<file path="src/rtl/dmem_uart_tx.sv">
// dmem_uart_tx: memory-mapped 8N1 UART transmitter on the CPU data-memory bus.
//
// Stores to TXDATA queue a byte in a small FIFO. A serializer drains the FIFO
// and sends each byte as start bit, 8 data bits (LSB first) and stop bit.
// Back-to-back bytes go out with no idle gap between frames.
//
// Register window (16 bytes at BASE_ADDR):
//   0x0 TXDATA  write: push wdata[7:0]                    read: 0
//   0x4 STATUS  write: wdata[3]=1 clears overflow          read: {16'b0, count[7:0], 4'b0, overflow, busy, empty, full}
//   0x8, 0xC    reserved, read 0, writes ignored
//
// Ports:
//   clock         sole clock, rising edge
//   reset         synchronous active-high reset
//   dmem_addr_i   byte address
//   dmem_wdata_i  store data
//   dmem_wen_i    store strobe (one cycle per store)
//   dmem_ren_i    load strobe (one cycle per load)
//   dmem_size_i   access size (any size is accepted)
//   dmem_rdata_o  registered load data, holds while dmem_ren_i is low
//   uart_tx_o     serial output, idle high, driven from a flop
module dmem_uart_tx #(
  parameter logic [31:0] BASE_ADDR    = 32'h0000_1000,
  parameter int          CLKS_PER_BIT = 16,
  parameter int          FIFO_DEPTH   = 8
) (
  input  logic        clock,
  input  logic        reset,
  input  logic [31:0] dmem_addr_i,
  input  logic [31:0] dmem_wdata_i,
  input  logic        dmem_wen_i,
  input  logic        dmem_ren_i,
  input  logic [1:0]  dmem_size_i,
  output logic [31:0] dmem_rdata_o,
  output logic        uart_tx_o
);

  localparam int              AW        = (FIFO_DEPTH > 1) ? $clog2(FIFO_DEPTH) : 1;
  localparam logic [AW:0]     DEPTH_C   = (AW+1)'(FIFO_DEPTH);
  localparam logic [AW:0]     CNT_ONE   = (AW+1)'(32'd1);
  localparam logic [AW-1:0]   PTR_ONE   = AW'(32'd1);
  localparam logic [15:0]     BAUD_LAST = 16'(CLKS_PER_BIT - 1);

  typedef enum logic [1:0] {
    ST_IDLE  = 2'd0,
    ST_START = 2'd1,
    ST_DATA  = 2'd2,
    ST_STOP  = 2'd3
  } state_t;

  // Bus decode
  logic        hit_s;
  logic [1:0]  reg_sel_s;
  logic        aligned_s;
  logic        push_req_s;
  logic        ovf_clr_s;
  logic        unused_bits_s;

  // FIFO
  logic [7:0]  fifo_mem_r [FIFO_DEPTH];
  logic [AW-1:0] wr_ptr_r;
  logic [AW-1:0] rd_ptr_r;
  logic [AW:0] count_r;
  logic        overflow_r;
  logic        full_s;
  logic        empty_s;
  logic        push_ok_s;
  logic        ovf_set_s;
  logic [7:0]  fifo_head_s;
  logic [8:0]  count_ext_s;

  // Serializer
  state_t      state_r;
  state_t      state_n;
  logic        tx_r;
  logic        tx_n;
  logic [7:0]  shift_r;
  logic [7:0]  shift_n;
  logic [2:0]  bit_cnt_r;
  logic [2:0]  bit_cnt_n;
  logic [15:0] baud_cnt_r;
  logic [15:0] baud_cnt_n;
  logic        pop_s;
  logic        busy_s;

  // Read path
  logic [31:0] status_s;
  logic [31:0] rd_sel_s;
  logic [31:0] rdata_r;

  assign hit_s      = (dmem_addr_i[31:4] == BASE_ADDR[31:4]);
  assign reg_sel_s  = dmem_addr_i[3:2];
  assign aligned_s  = (dmem_addr_i[1:0] == 2'b00);
  assign push_req_s = hit_s & dmem_wen_i & aligned_s & (reg_sel_s == 2'd0);
  assign ovf_clr_s  = hit_s & dmem_wen_i & aligned_s & (reg_sel_s == 2'd1) & dmem_wdata_i[3];
  // Store size and upper store bytes carry no meaning for this block.
  assign unused_bits_s = ^{dmem_size_i, dmem_wdata_i[31:8]};

  assign full_s      = (count_r == DEPTH_C);
  assign empty_s     = (count_r == {(AW+1){1'b0}});
  // A push into a full FIFO still lands when the serializer pops in the same cycle.
  assign push_ok_s   = push_req_s & (~full_s | pop_s);
  assign ovf_set_s   = push_req_s & full_s & ~pop_s;
  assign fifo_head_s = fifo_mem_r[rd_ptr_r];
  assign count_ext_s = 9'(count_r);

  assign busy_s   = (state_r != ST_IDLE);
  assign status_s = {16'h0000, count_ext_s[7:0], 4'h0, overflow_r, busy_s, empty_s, full_s};

  assign uart_tx_o    = tx_r;
  assign dmem_rdata_o = rdata_r;

  // Read-data mux: only STATUS returns non-zero content.
  always_comb begin
    rd_sel_s = 32'h0000_0000;
    if (hit_s) begin
      case (reg_sel_s)
        2'd1:    rd_sel_s = status_s;
        default: rd_sel_s = 32'h0000_0000;
      endcase
    end else begin
      rd_sel_s = 32'h0000_0000;
    end
  end

  // Registered load data; holds when no load is issued.
  always_ff @(posedge clock) begin
    if (reset) begin
      rdata_r <= 32'h0000_0000;
    end else if (dmem_ren_i) begin
      rdata_r <= rd_sel_s;
    end
  end

  // FIFO storage array (contents need no reset, pointers gate validity).
  always_ff @(posedge clock) begin
    if (push_ok_s) begin
      fifo_mem_r[wr_ptr_r] <= dmem_wdata_i[7:0];
    end
  end

  // FIFO pointers, occupancy and sticky overflow flag.
  always_ff @(posedge clock) begin
    if (reset) begin
      wr_ptr_r   <= {AW{1'b0}};
      rd_ptr_r   <= {AW{1'b0}};
      count_r    <= {(AW+1){1'b0}};
      overflow_r <= 1'b0;
    end else begin
      if (push_ok_s) begin
        wr_ptr_r <= wr_ptr_r + PTR_ONE;
      end
      if (pop_s) begin
        rd_ptr_r <= rd_ptr_r + PTR_ONE;
      end
      case ({push_ok_s, pop_s})
        2'b10:   count_r <= count_r + CNT_ONE;
        2'b01:   count_r <= count_r - CNT_ONE;
        default: count_r <= count_r;
      endcase
      // Setting has priority over a same-cycle software clear.
      if (ovf_set_s) begin
        overflow_r <= 1'b1;
      end else if (ovf_clr_s) begin
        overflow_r <= 1'b0;
      end
    end
  end

  // Serializer state register and datapath flops.
  always_ff @(posedge clock) begin
    if (reset) begin
      state_r    <= ST_IDLE;
      tx_r       <= 1'b1;
      shift_r    <= 8'h00;
      bit_cnt_r  <= 3'd0;
      baud_cnt_r <= 16'd0;
    end else begin
      state_r    <= state_n;
      tx_r       <= tx_n;
      shift_r    <= shift_n;
      bit_cnt_r  <= bit_cnt_n;
      baud_cnt_r <= baud_cnt_n;
    end
  end

  // Serializer next-state, next-output and FIFO pop request.
  always_comb begin
    state_n    = state_r;
    tx_n       = tx_r;
    shift_n    = shift_r;
    bit_cnt_n  = bit_cnt_r;
    baud_cnt_n = baud_cnt_r;
    pop_s      = 1'b0;
    case (state_r)
      ST_IDLE: begin
        baud_cnt_n = 16'd0;
        bit_cnt_n  = 3'd0;
        if (!empty_s) begin
          pop_s   = 1'b1;
          shift_n = fifo_head_s;
          tx_n    = 1'b0;
          state_n = ST_START;
        end else begin
          tx_n = 1'b1;
        end
      end
      ST_START: begin
        if (baud_cnt_r == BAUD_LAST) begin
          baud_cnt_n = 16'd0;
          bit_cnt_n  = 3'd0;
          tx_n       = shift_r[0];
          state_n    = ST_DATA;
        end else begin
          baud_cnt_n = baud_cnt_r + 16'd1;
        end
      end
      ST_DATA: begin
        if (baud_cnt_r == BAUD_LAST) begin
          baud_cnt_n = 16'd0;
          if (bit_cnt_r == 3'd7) begin
            tx_n    = 1'b1;
            state_n = ST_STOP;
          end else begin
            // Bit 0 of the shifter is always the bit currently on the line.
            bit_cnt_n = bit_cnt_r + 3'd1;
            shift_n   = {1'b0, shift_r[7:1]};
            tx_n      = shift_r[1];
          end
        end else begin
          baud_cnt_n = baud_cnt_r + 16'd1;
        end
      end
      ST_STOP: begin
        if (baud_cnt_r == BAUD_LAST) begin
          baud_cnt_n = 16'd0;
          bit_cnt_n  = 3'd0;
          // Chain straight into the next start bit when data is waiting.
          if (!empty_s) begin
            pop_s   = 1'b1;
            shift_n = fifo_head_s;
            tx_n    = 1'b0;
            state_n = ST_START;
          end else begin
            tx_n    = 1'b1;
            state_n = ST_IDLE;
          end
        end else begin
          baud_cnt_n = baud_cnt_r + 16'd1;
        end
      end
      default: begin
        tx_n       = 1'b1;
        baud_cnt_n = 16'd0;
        bit_cnt_n  = 3'd0;
        state_n    = ST_IDLE;
      end
    endcase
  end

endmodule

</file>
<file path="config.mk">
export PLATFORM = sky130hd
export DESIGN_NAME = dmem_uart_tx
export DESIGN_NICKNAME = d
export VERILOG_FILES = /design/src/rtl/dmem_uart_tx.sv
export SDC_FILE = /design/constraint.sdc
export NUM_CORES = 1
export LEC_CHECK = 0
export ABC_AREA = 0
export BUFFER_PORTS_ARGS = -buffer_cell sky130_fd_sc_hd__buf_2
export CAP_MARGIN = 40
export CORE_ASPECT_RATIO = 1.5
export CORE_MARGIN = 1
export CORE_UTILIZATION = 40
export DETAILED_ROUTE_END_ITERATION = 7
export HOLD_SLACK_MARGIN = 0.15
export SLEW_MARGIN = 20
export SYNTH_ARGS = -nofsm -noshare
export SYNTH_HDL_FRONTEND = slang
export SYNTH_SLANG_ARGS = --single-unit
</file>
<file path="constraint.sdc">
create_clock -name clock -period 3.3 [get_ports clock]
set_input_delay 0.495 -clock clock [delete_from_list [all_inputs] [get_ports clock]]
set_output_delay 0.495 -clock clock [all_outputs]
set_load 0.05 [all_outputs]
</file>
==> metrics.md, run 1 <==
| Metric | Value |
|---|---|
| GRT Residual Overflow | 0 |
| Total Neg Setup Slack | 0 ns |
| Slowest stage delay, CP | 0.58 ns |
| Worst Setup Start Kind | register |
| Core region area | 0.0125 mm2 |
| Slew at the pin with the worst max-slew slack | 0.802 ns |
| P per Cell Area | 592 mW/mm2 |
| Number of diodes | 0 |
| VDD IR-drop max | 0.546 mV |
| Top_reg_cell synth | edfxtp_1 |
| Post-Place Setup Slack | 0.171 ns |
| Largest net degree at the start of global routing | 44 |
| Async SR Flop Fraction | 0 |
| Syn avg cell area | 12.4 um2 |
| Post-layout power | 0.00368 W |
| Worst Clk Skew | 0.0119 ns |
| Initial Utilization | 0.413 |
| DRT Wirelength | 9930 um |
| Wire per inst | 15.2 um |
| RSZ-0062 raised after global routing | no |
| Bufs on Longest Clock Path | 2 |
| Non-Filler Instances | 655 |
| Area Growth Syn to Fin | 20.3% |
| Crit Path Max Fanout | 5 |
| Area post-placement | 0.00561 mm2 |
| Post-Syn Instances | 417 |
| Row count | 50 |
| Cell count after placement | 623 |
| Routed via count | 3389 |
| Port bufs | 52 |
| Clk sinks | 116 |
| Max Slew Vio Count | 0 |
| Crit-path leading delay family | simple AND/OR/NAND/NOR gates |
| First-pass GRT wire length | 16300 um |
| Post-synth cell types | 50 |
| Final setup fails | 0 |
| Slew headroom | 0.464 |
| Vias in the first global route | 3362 |
| Iter 0 DRT Violations | 149 |
| HPWL after detailed placement | 6890 um |
| Initial antenna violation count | 0 |
| Num ports | 103 |
| Critical Path AT | 3.37 ns |
| Final GP Congestion | 0.747 |
| Nets@finish | 569 |
| Vias per cell | 5.17 |
| Number of CTS-inserted buffers | 17 |
| FF+latch count, synth | 116 |
| CTS Hold Buffers Added | 0 |
| Worst hold-check path type | in -> reg |
| Sequential area share after synthesis | 0.573 |
| TritonRoute pass-1 iters | 4 |
| LEAKAGE | 2.23 nW |
| CTS H-Tree Depth | 4 |
| Worst path slowest cell | or4_4 |
| Tot GR Track Use | 0.164 |
| Antenna Violating Nets Remaining | 0 |
| DRC Markers | 0 |
| Bufs and invs on worst path | 0 |
| Root Buffer | clkbuf_16 |
| Final hold viol count | 0 |
| Post-synth EDFFs | 64 |
| Latest clock arrival within the worst-skew pair | 0.41 ns |
| CP Class | reg -> reg |
| Fraction of layout cells with a size suffix above 1 | 0.259 |
| Die Ht | 141 um |
| CTS tree | yes |
| CP cell instances | or4_4 > nor4_4 > a21o_1 > nand4_1 > ha_1 > xor2_1 > ha_1 > a21oi_1 > xor2_1 > or3_1 > a21oi_1 |
| Crit path time final | 3.04 ns |
| Period utilization | 0.922 |
| Design Area, Final | 0.00622 mm2 |
| Fin worst setup slack | 0.258 ns |
| Number of synthesis warnings | 0 |
| Mapped cell area | 0.00517 mm2 |
| Required time worst endpoint | 3.63 ns |
| Clk pin slew, worst setup/hold paths | 0.06 ns |
| Maxcap violations | 0 |
| Die ar. | 0.0134 mm2 |
| Status | completed |
| Max Fclk | 0.329 GHz |
| Die width | 94.8 um |
| Critical path capture point type | register |
## per-layer routing
metal	up-vias	wire [um]	GRT usage
li1	1651	-	-
met1	1654	4310	0.185
met2	71	5160	0.279
met3	13	321	0.0493
met4	0	136	0.0758
met5	-	0	0
## final cells by class
class	instances	area, um2
clock inverters	15	183
flip-flops and latches	116	2960
inverters	15	56.3
fillers	1122	6290
well taps	156	195
clock buffers	17	425
repair buffers	66	365
multi-input cells	270	2030
## registers in the layout, indices dropped and copies added (netlist names), named ones only
register,count
fifo_mem_r,64
baud_cnt_r,16
dmem_rdata_o,8
shift_r,8
count_r,4
bit_cnt_r,3
rd_ptr_r,3
wr_ptr_r,3
state_r,2
overflow_r,1
uart_tx_o,1
## power breakdown
part / switching, W / internal (W) / total (W)
clock: 0.000733 / 0.00115 / 0.00188
sequential: 0.0000107 / 0.00153 / 0.00154
combinational: 0.000180 / 0.0000759 / 0.000256
total: 0.000924 / 0.00276 / 0.00368
## stage by stage
stage,util,hold WS [ns]
2_1_floorplan,-,0.430
3_3_place_gp,0.448,0.449
3_5_place_dp,0.448,0.450
4_1_cts,0.497,0.329
5_1_grt,0.497,0.336
6_report,0.497,0.344
## Yosys cell counts, types with 2 or more instances
| cell | instances | area (um2) |
|---|---|---|
| nor3_1 | 7 | 35.0 |
| or3_1 | 5 | 31.3 |
| nor2_1 | 39 | 146 |
| or2_2 | 3 | 18.8 |
| edfxtp_1 | 64 | 1920 |
| a211oi_1 | 2 | 15.0 |
| nand2_1 | 9 | 33.8 |
| clkbuf_1 | 11 | 41.3 |
| o21ai_0 | 7 | 35.0 |
| nand4_1 | 7 | 43.8 |
| mux4_2 | 16 | 360 |
| nand4b_1 | 2 | 17.5 |
| nor4b_1 | 5 | 43.8 |
| dfxtp_1 | 52 | 1040 |
| a21oi_1 | 24 | 120 |
| inv_1 | 15 | 56.3 |
| a22o_1 | 2 | 17.5 |
| or4_1 | 3 | 22.5 |
| xor2_1 | 10 | 87.6 |
| and3_1 | 5 | 31.3 |
| nor2b_1 | 9 | 56.3 |
| o21a_1 | 2 | 15.0 |
| xnor2_1 | 10 | 87.6 |
| buf_1 | 3 | 11.3 |
| nor4_1 | 9 | 56.3 |
| mux2i_1 | 10 | 100 |
| a211o_1 | 2 | 17.5 |
| o221ai_1 | 7 | 61.3 |
| or4_4 | 2 | 22.5 |
| nand2b_1 | 12 | 75.1 |
| buf_4 | 24 | 180 |
| nand3_1 | 9 | 45.0 |
| ha_1 | 13 | 163 |
## cell usage in the layout (no fill, tap or decap), drive strengths merged, types with 12 or more instances in the layout
cell type,Yosys,final
a21oi,24,24
conb,1,24
clkbuf,11,17
ha,13,13
mux4,16,16
nand2b,12,12
dfxtp,52,52
nor2,39,39
buf,28,66
inv,15,26
edfxtp,64,64
## logic make-up (layout without fill, tap and decap cells)
family                     Yosys count  count (layout)  share of synthesized area
buffers and inverters               54             113                     0.0569
adders and majority gates           13              13                     0.0315
muxes                               27              27                     0.0912
AOI/OAI and AO/OA                   57              57                     0.0755
xor gates and xnor gates            20              20                     0.0339
other                                1              24                   0.000725
and+or+nand+nor                    129             129                      0.137
DFF                                116             116                      0.573
## timing repair
action                                  CTS  global route
resized for setup                         0             1
setup buffers                             0             0
endpoints found under the setup margin    0             1
## final timing paths
kind	startpoint	to	slack, ns	cells after the start
worst max register to register	baud_cnt_r[13]	count_r[2]	0.26	11
worst min-delay path	dmem_wdata_i[1]	fifo_mem_r[4][1]	0.34	1
worst max-delay path	baud_cnt_r[13]	count_r[2]	0.26	11
worst min register to register	baud_cnt_r[0]	baud_cnt_r[0]	0.46	1
## worst reg2reg max path: cells and delay by family (launching register included)
| family | cells | cell delay, ns |
|---|---|---|
| AOI/OAI and AO/OA | 3 | 0.51 |
| and+or+nand+nor | 4 | 1.37 |
| xor gates and xnor gates | 2 | 0.27 |
| DFF | 1 | 0.34 |
| adders and majority gates | 2 | 0.48 |
Power figures use the tool's default switching activity.
==> inputs of run 2 (changes only) <==
Settings changed: CORE_MARGIN 1 to 2, MAX_ROUTING_LAYER set to met4.
Clock period 3.3 ns to 3.8 ns, I/O delays scaled along.
==> run 2 against run 1 <==
Effect of this change: via count down 1.6%; utilization down 0.70 points; global-route usage down 0.34 points; power down 15%; sequential share of layout area up 0.43 points; final cell count down 0.46%; register-to-register slack better by 0.37 ns; die area up 3.6%; setup slack better by 0.37 ns; non-clock buffer count down 3; clock skew down 0.0037 ns.
==> metrics.md, run 2 (synthesis gave the netlist of run 1 again) <==
| Metric | Value |
|---|---|
| Status | completed |
| Worst reg-to-reg setup slack | 0.62 ns |
| Slew headroom | 0.441 |
| Worst Setup Start Kind | register |
| Worst hold-check path type | in -> reg |
| Antenna Violating Nets Remaining | 0 |
| Die Ht | 143 um |
| Period utilization | 0.836 |
| Post-CTS sizing | 0 |
| Required time worst endpoint | 4.13 ns |
| Tot GR Track Use | 0.160 |
| Final core utilization | 0.490 |
| WHS Path Cells | 1 |
| Latest clock arrival within the worst-skew pair | 0.41 ns |
| Largest Register | fifo_mem_r |
| Largest net degree at the start of global routing | 44 |
| Final GP Congestion | 0.795 |
| Initial Utilization | 0.411 |
| Bufs on Longest Clock Path | 2 |
| Fraction of layout cells with a size suffix above 1 | 0.252 |
| VDD IR-drop max | 0.301 mV |
| CP Class | reg -> reg |
| Worst path slowest cell | or4_4 |
| Clk sinks | 116 |
| Iter 0 DRT Violations | 104 |
| Crit Path Max Fanout | 5 |
| Slowest stage delay, CP | 0.57 ns |
| Root Buffer | clkbuf_16 |
| HPWL after detailed placement | 6880 um |
| Area Growth Syn to Fin | 19.2% |
| Vias per cell | 5.11 |
| Non-Filler Instances | 652 |
| Die width | 96.8 um |
| Cell count after placement | 620 |
| LEAKAGE | 2.20 nW |
| Max reg flops | 64 |
| Routed via count | 3334 |
| Critical path origin | baud_cnt_r[5] |
| Most frequent cells in the layout | edfxtp_1, dfxtp_1, buf_2 |
| CP cell instances | or4_4 > nor4_2 > a21o_1 > nand4_1 > ha_1 > xor2_1 > ha_1 > a21oi_1 > xor2_1 > or3_1 > a21oi_1 |
| CTS Hold Buffers Added | 0 |
| Largest registers | fifo_mem_r: 64 flops, baud_cnt_r: 16 flops |
| Worst Clk Skew | 0.00816 ns |
| DRC Markers | 0 |
| Nets@finish | 566 |
| DRT Wirelength | 9970 um |
| CTS H-Tree Depth | 4 |
| Design Area, Final | 0.00617 mm2 |
| Row count | 50 |
| Slew at the pin with the worst max-slew slack | 0.832 ns |
| TritonRoute pass-1 iters | 4 |
| GRT Residual Overflow | 0 |
| P per Cell Area | 505 mW/mm2 |
| Maxcap violations | 0 |
| Vias in the first global route | 3464 |
| Port bufs | 52 |
| Clk pin slew, worst setup/hold paths | 0.06 ns |
| RSZ-0062 raised after global routing | no |
| # Post-CTS Setup Buffers | 0 |
| Number of CTS-inserted buffers | 17 |
| Final hold viol count | 0 |
| Commonest non-fill, non-tap cell in the layout | edfxtp_1 |
| Initial antenna violation count | 0 |
| Number of diodes | 0 |
| Critical path capture point type | register |
| Area post-placement | 0.00558 mm2 |
| Wire per inst | 15.3 um |
| Core region area | 0.0126 mm2 |
| Final setup fails | 0 |
| Total Neg Setup Slack | 0 ns |
| CTS tree | yes |
| Reg2Reg Depth | 11 |
| Crit path time final | 3.18 ns |
| Hold slack final | 0.424 ns |
| Max Fclk | 0.315 GHz |
| Critical Path AT | 3.51 ns |
| Max Slew Vio Count | 0 |
| Num ports | 103 |
| Worst R2R Start | baud_cnt_r[5] |
| Die ar. | 0.0139 mm2 |
| HP Start | dmem_wdata_i[6] |
| First-pass GRT wire length | 17000 um |
-- run 2: cell types whose count changed in the layout (fill, tap and decap cells not counted), sizes merged --
cell / before / now
clkinvlp: 1 / 3
clkinv: 1 / 7
buf: 66 / 63
inv: 26 / 18
-- run 2: power by group --
part / total [W] / internal, W / switching [W]
Sequential: 0.00134 / 0.00133 / 0.00000957
Combinational: 0.000223 / 0.0000658 / 0.000157
Clock: 0.00155 / 0.000968 / 0.000580
-- run 2: worst max-delay path, delay by kind of cell (launching register included) --
family	cells	cell delay (ns)
xor+xnor	2	0.26
simple gates	4	1.50
flops	1	0.35
fa+ha+maj	2	0.48
compound gates	3	0.51
-- run 2: path summary, 6_finish.rpt --
kind	endpoint
min reg2reg	baud_cnt_r[0]
max	count_r[2]
min	fifo_mem_r[1][6]
max reg2reg	count_r[2]
-- run 2: layout make-up --
| class | count | area, um2 |
|---|---|---|
| sequential | 116 | 2960 |
| multi-input combinational | 270 | 2030 |
| timing repair buffer | 63 | 343 |
| fill | 1122 | 6410 |
| clock inverter | 15 | 158 |
| clock buffer | 17 | 425 |
| tap | 156 | 195 |
| inverter | 15 | 56.3 |
-- run 2: per-layer routing --
| metal | routed length [um] | track usage | part of all wire |
|---|---|---|---|
| met1 | 4320 | 0.177 | 0.43 |
| met2 | 5230 | 0.278 | 0.52 |
| met3 | 252 | 0.0401 | 0.025 |
| met4 | 158 | 0.0638 | 0.016 |
| met5 | 0 | - | 0 |
-- run 2: per-stage QoR --
| step | setup WS [ns] | total power (W) |
|---|---|---|
| floorplan | 0.639 | 0.00155 |
| global placement | 0.653 | 0.00159 |
| detailed placement | 0.620 | 0.00159 |
| CTS | 0.599 | 0.00315 |
| global route | 0.365 | 0.00322 |
| finish | 0.624 | 0.00311 |
